===== config.mk =====
export PLATFORM = sky130hd
export DESIGN_NAME = spi_slave_xcvr
export DESIGN_NICKNAME = d
export VERILOG_FILES = /design/src/rtl/spi_slave_xcvr.sv
export SDC_FILE = /design/constraint.sdc
export NUM_CORES = 1
export LEC_CHECK = 0
export ABC_AREA = 1
export CAP_MARGIN = 20
export CORE_MARGIN = 3
export CORE_UTILIZATION = 49
export CTS_CLUSTER_DIAMETER = 60
export CTS_CLUSTER_SIZE = 24
export DETAILED_ROUTE_END_ITERATION = 12
export GPL_TIMING_DRIVEN = 0
export PLACE_DENSITY = 0.82
export SLEW_MARGIN = 20
export SYNTH_ARGS = -nofsm -noshare
export SYNTH_HDL_FRONTEND = slang
export SYNTH_SLANG_ARGS = --single-unit

===== constraint.sdc =====
create_clock -name sclk -period 1.3 [get_ports sclk]
set_input_delay 0.26 -clock sclk [delete_from_list [all_inputs] [get_ports sclk]]
set_output_delay 0.26 -clock sclk [all_outputs]
set_load 0.02 [all_outputs]

===== src/rtl/spi_slave_xcvr.sv =====
// SPI mode-0 slave transceiver: synchronised pins, MSB-first shifting, one-deep TX holding buffer.
// state    | meaning
// IDLE     | CSN high, MISO low, waiting for chip select
// SHIFT    | CSN low, shifting bits on synced SCLK edges
// WAIT_CS  | left reset with CSN already low; edges ignored until CSN rises
module spi_slave_xcvr #(
    parameter int DATA_W      = 8,
    parameter int SYNC_STAGES = 2
) (
    input  logic              sclk,
    input  logic              rst,
    input  logic              SPI_SCLK,
    input  logic              SPI_CSN,
    input  logic              SPI_MOSI,
    output logic              SPI_MISO,
    input  logic [DATA_W-1:0] tx_wr_data,
    input  logic              tx_load,
    output logic              tx_ready,
    output logic [DATA_W-1:0] rx_rd_data,
    output logic              rx_valid,
    output logic              tx_underrun,
    output logic              frame_err,
    output logic              busy
);

    localparam int CNT_W = $clog2(DATA_W + 1);
    localparam logic [CNT_W-1:0] LAST_BIT = CNT_W'(DATA_W - 1);

    localparam logic [1:0] ST_IDLE    = 2'd0;
    localparam logic [1:0] ST_SHIFT   = 2'd1;
    localparam logic [1:0] ST_WAIT_CS = 2'd2;

    logic [1:0]             state;
    logic [SYNC_STAGES-1:0] sclk_pipe;
    logic [SYNC_STAGES-1:0] csn_pipe;
    logic [SYNC_STAGES-1:0] mosi_pipe;
    logic                   sclk_hist;
    logic                   sclk_s;
    logic                   csn_s;
    logic                   mosi_s;
    logic                   sclk_rise;
    logic                   sclk_fall;
    logic [CNT_W-1:0]       bit_cnt;
    logic [DATA_W-2:0]      rx_sh;
    logic [DATA_W-1:0]      tx_sh;
    logic [DATA_W-1:0]      tx_buf;
    logic                   post_rst;
    logic                   load_ev;
    logic [DATA_W-1:0]      load_val;
    logic                   underrun_now;

    // Synchronisers sample continuously so the CSN level is already valid when reset releases.
    always_ff @(posedge sclk) begin
        sclk_pipe <= {sclk_pipe[SYNC_STAGES-2:0], SPI_SCLK};
        csn_pipe  <= {csn_pipe[SYNC_STAGES-2:0], SPI_CSN};
        mosi_pipe <= {mosi_pipe[SYNC_STAGES-2:0], SPI_MOSI};
        sclk_hist <= sclk_pipe[SYNC_STAGES-1];
    end

    assign sclk_s    = sclk_pipe[SYNC_STAGES-1];
    assign csn_s     = csn_pipe[SYNC_STAGES-1];
    assign mosi_s    = mosi_pipe[SYNC_STAGES-1];
    assign sclk_rise = sclk_s & ~sclk_hist;
    assign sclk_fall = ~sclk_s & sclk_hist;

    always_comb begin
        load_ev = 1'b0;
        if (state == ST_IDLE && !csn_s && !post_rst)
            load_ev = 1'b1;
        else if (state == ST_SHIFT && !csn_s && !sclk_rise && sclk_fall && bit_cnt == '0)
            load_ev = 1'b1;

        if (!tx_ready)
            load_val = tx_buf;
        else if (tx_load)
            load_val = tx_wr_data;
        else
            load_val = '0;

        underrun_now = load_ev & tx_ready & ~tx_load;
    end

    // A shifter load drains a full buffer; an empty buffer can be bypassed by a same-cycle tx_load.
    always_ff @(posedge sclk) begin
        if (rst) begin
            tx_ready <= 1'b1;
            tx_buf   <= '0;
        end else if (load_ev && !tx_ready) begin
            tx_ready <= 1'b1;
        end else if (tx_ready && tx_load && !load_ev) begin
            tx_buf   <= tx_wr_data;
            tx_ready <= 1'b0;
        end
    end

    always_ff @(posedge sclk) begin
        if (rst) begin
            state       <= ST_IDLE;
            bit_cnt     <= '0;
            rx_sh       <= '0;
            tx_sh       <= '0;
            rx_rd_data  <= '0;
            rx_valid    <= 1'b0;
            tx_underrun <= 1'b0;
            frame_err   <= 1'b0;
            post_rst    <= 1'b1;
        end else begin
            rx_valid    <= 1'b0;
            frame_err   <= 1'b0;
            tx_underrun <= underrun_now;
            post_rst    <= 1'b0;
            case (state)
                ST_IDLE: begin
                    if (!csn_s) begin
                        if (post_rst) begin
                            state <= ST_WAIT_CS;
                        end else begin
                            state   <= ST_SHIFT;
                            tx_sh   <= load_val;
                            bit_cnt <= '0;
                        end
                    end
                end
                ST_SHIFT: begin
                    if (csn_s) begin
                        state <= ST_IDLE;
                        if (bit_cnt != '0)
                            frame_err <= 1'b1;
                        bit_cnt <= '0;
                    end else if (sclk_rise) begin
                        rx_sh <= {rx_sh[DATA_W-3:0], mosi_s};
                        if (bit_cnt == LAST_BIT) begin
                            rx_rd_data <= {rx_sh, mosi_s};
                            rx_valid   <= 1'b1;
                            bit_cnt    <= '0;
                        end else begin
                            bit_cnt <= bit_cnt + 1'b1;
                        end
                    end else if (sclk_fall) begin
                        if (bit_cnt != '0)
                            tx_sh <= {tx_sh[DATA_W-2:0], 1'b0};
                        else
                            tx_sh <= load_val;
                    end
                end
                ST_WAIT_CS: begin
                    if (csn_s)
                        state <= ST_IDLE;
                end
                default: state <= ST_IDLE;
            endcase
        end
    end

    assign SPI_MISO = (state == ST_SHIFT) & tx_sh[DATA_W-1];
    assign busy     = (state == ST_SHIFT);

endmodule


==> impl_metrics.json <==
{
  "syn_nets": 347,
  "antenna_found_initial": 0,
  "crit_chain": "inv_4 -> ha_4 -> buf_8 -> nand2_4 -> inv_2 -> buf_6",
  "drive_gt1_share_pct": 22.4,
  "synth_area_per_cell_um2": 7.00,
  "clk_pin_slew_ps": 90,
  "finalHoldViolations": 0,
  "yosys-top-cells-area": "dfxtp_1, nand2_1, inv_1, nor2_1, nand3_1",
  "critPathMaxStageDelay_ps": 360,
  "clkLatencyLatePin_ps": 310,
  "cts_buffer_depth": 2,
  "htree_levels": 2,
  "endpoint_kind": "output pin",
  "slowest_stage": "dfxtp_2",
  "yosysWarnings": 0,
  "initial_utilization_pct": 51.8,
  "status": "finished, violations left",
  "hold_path_class": "reg2reg",
  "fmax_mhz": 686,
  "cts.sinks": 49,
  "routed_wl_um": 5210,
  "vias": 2185,
  "synth_top_cell_area_share_pct": 42.6,
  "slew_viol_final": 0,
  "synthTopCellsByCount": "nand2_1, inv_1, nor2_1",
  "dieWidth_um": 74.5,
  "final_antenna_net_count": 0,
  "grt_pass1_wl_um": 8270,
  "synth-edff-count": 0,
  "dieArea_um2": 5560,
  "async_flop_share_pct": 0,
  "postSynthCellCount": 329,
  "final_nets": 392,
  "diodes": 0,
  "yosysUniqueCellTypes": 27,
  "cp.required_ps": 1040,
  "post-synth-top-area-cell": "dfxtp_1",
  "area_delta_synth_final_pct": 32.7,
  "leakage_nw": 1.54,
  "worstSetupPathType": "reg2out",
  "fin_crit_sh_pct": 112,
  "setup_violations": 36,
  "synth_flop_cell": "dfxtp_1",
  "grt_overflow_total": 0,
  "crit_path_max_fanout": 5,
  "ios": 28,
  "peakVddDrop_uv": 711,
  "hpwlAfterDp_um": 3260,
  "slew_headroom_pct": 71.7,
  "track_usage_pct": 18.7,
  "setup_ws_ps": -157,
  "worst_hold_slack_ps": 334,
  "tightestPinTransition_ps": 425,
  "drc": 0,
  "gp_congestion": 0.847,
  "rsz0062_at_grt": "true",
  "fin_crit_ps": 1460,
  "firstDrtPassIters": 4,
  "numCtsBuffers": 5,
  "violations": "setup timing",
  "grt_pass1_vias": 2024,
  "power_mw": 3.37,
  "critPathArrivalTime_ps": 1200,
  "p_per_area_nw_per_um2": 1100,
  "maxCapViolCount": 0,
  "seq_area_frac_synth_pct": 42.6,
  "routedWlPerCell_um": 12.2,
  "worstSetupStartpointType": "register",
  "fin_skew_ps": 8.99,
  "row_count": 24,
  "syn_area_um2": 2300,
  "dieHeight_um": 74.5,
  "dp_cells": 408,
  "drt_first_iter_violations": 109,
  "final-instance-count-excl-fill": 427,
  "grt_max_degree": 16,
  "synth-seq-cells": 49,
  "coreArea_um2": 4440,
  "clockRootBuffer": "clkbuf_8",
  "numPortBuffers": 27,
  "routed_via_density": 5.12,
  "yosysMostFrequentCell": "nand2_1",
  "cts_tree": "built"
}
## where the power goes
group	switching [mW]	leakage, nW	internal, mW
registers	0.0390	0.403	1.58
clock network	0.520	0.0574	0.626
logic	0.354	1.08	0.256
total	0.913	1.54	2.46
## state kept, by name, summed over array words and instances (netlist names), 2 cells and up
name        flops
sclk_pipe       2
state           2
tx_sh           8
mosi_pipe       2
rx_sh           7
rx_rd_data      8
tx_buf          8
csn_pipe        2
bit_cnt         4
## final cells by class
cell class,count,area (µm²)
Clock inverter,2,37.5
Clock buffer,6,82.6
Timing Repair Buffer,37,344
Inverter,61,248
Tap cell,52,65.1
Multi-Input combinational cell,211,1220
Buffer,9,73.8
Sequential cell,49,987
Fill cell,352,1390
## worst max-delay path, delay by kind of cell, from the launching register on
family,cells,cell delay [ps]
adder cells (fa/ha/maj),1,170
flip-flops,1,360
AND/OR/NAND/NOR,1,40
buffers and inverters,4,320
## cell usage in the layout (no fill, tap or decap), drive strengths merged, types with 4 or more instances in the layout
cell,n
a21oi,12
buf,19
clkbuf,8
clkdlybuf4s50,13
dfxtp,49
dlygate4sd2,12
ha,4
inv,59
nand2,88
nand3,22
nand4,10
nor2,53
o21ai,13
o22ai,8
## cells by family after synthesis
| kind of cell | synth area share [%] |
|---|---|
| adders and majority gates | 2.17 |
| DFF | 42.6 |
| and+or+nand+nor | 34.0 |
| buffers and inverters | 12.3 |
| AOI/OAI and AO/OA | 8.91 |
## metal layers
metal,vias to the layer above,global-route usage [%],wire length [µm]
met5,-,0,0
met4,0,6.32,101
met3,13,3.38,186
met2,47,35.0,2730
met1,1014,21.0,2190
li1,1111,-,-
## repair_timing
action / in CTS / in global routing
cloned: 2 / 0
pin swaps: 5 / 5
resized for setup: 62 / 22
buffers inserted: 6 / 3
hold buffers: 0 / 0
setup endpoints to repair: 53 / 41
## path summary, 6_finish.rpt
check	slack, ps	cells past startpoint	startpoint	to
worst min-delay path	330	0	csn_pipe[0]	csn_pipe[1]
worst min register to register	330	0	csn_pipe[0]	csn_pipe[1]
worst max register to register	-110	10	state[1]	tx_buf[3]
worst max-delay path	-160	6	state[1]	SPI_MISO
## metrics by stage
step	setup TNS (ps)	cell area (µm²)	worst slack (ps)	util (%)
2_1_floorplan	-118	2340	-17.3	-
3_3_place_gp	-9380	2680	-478	60.2
3_5_place_dp	-10450	2680	-516	60.2
4_1_cts	-3650	2940	-196	66.2
5_1_grt	-5740	3050	-199	68.7
6_report	-2510	3050	-157	68.7
Power figures use the tool's default switching activity.
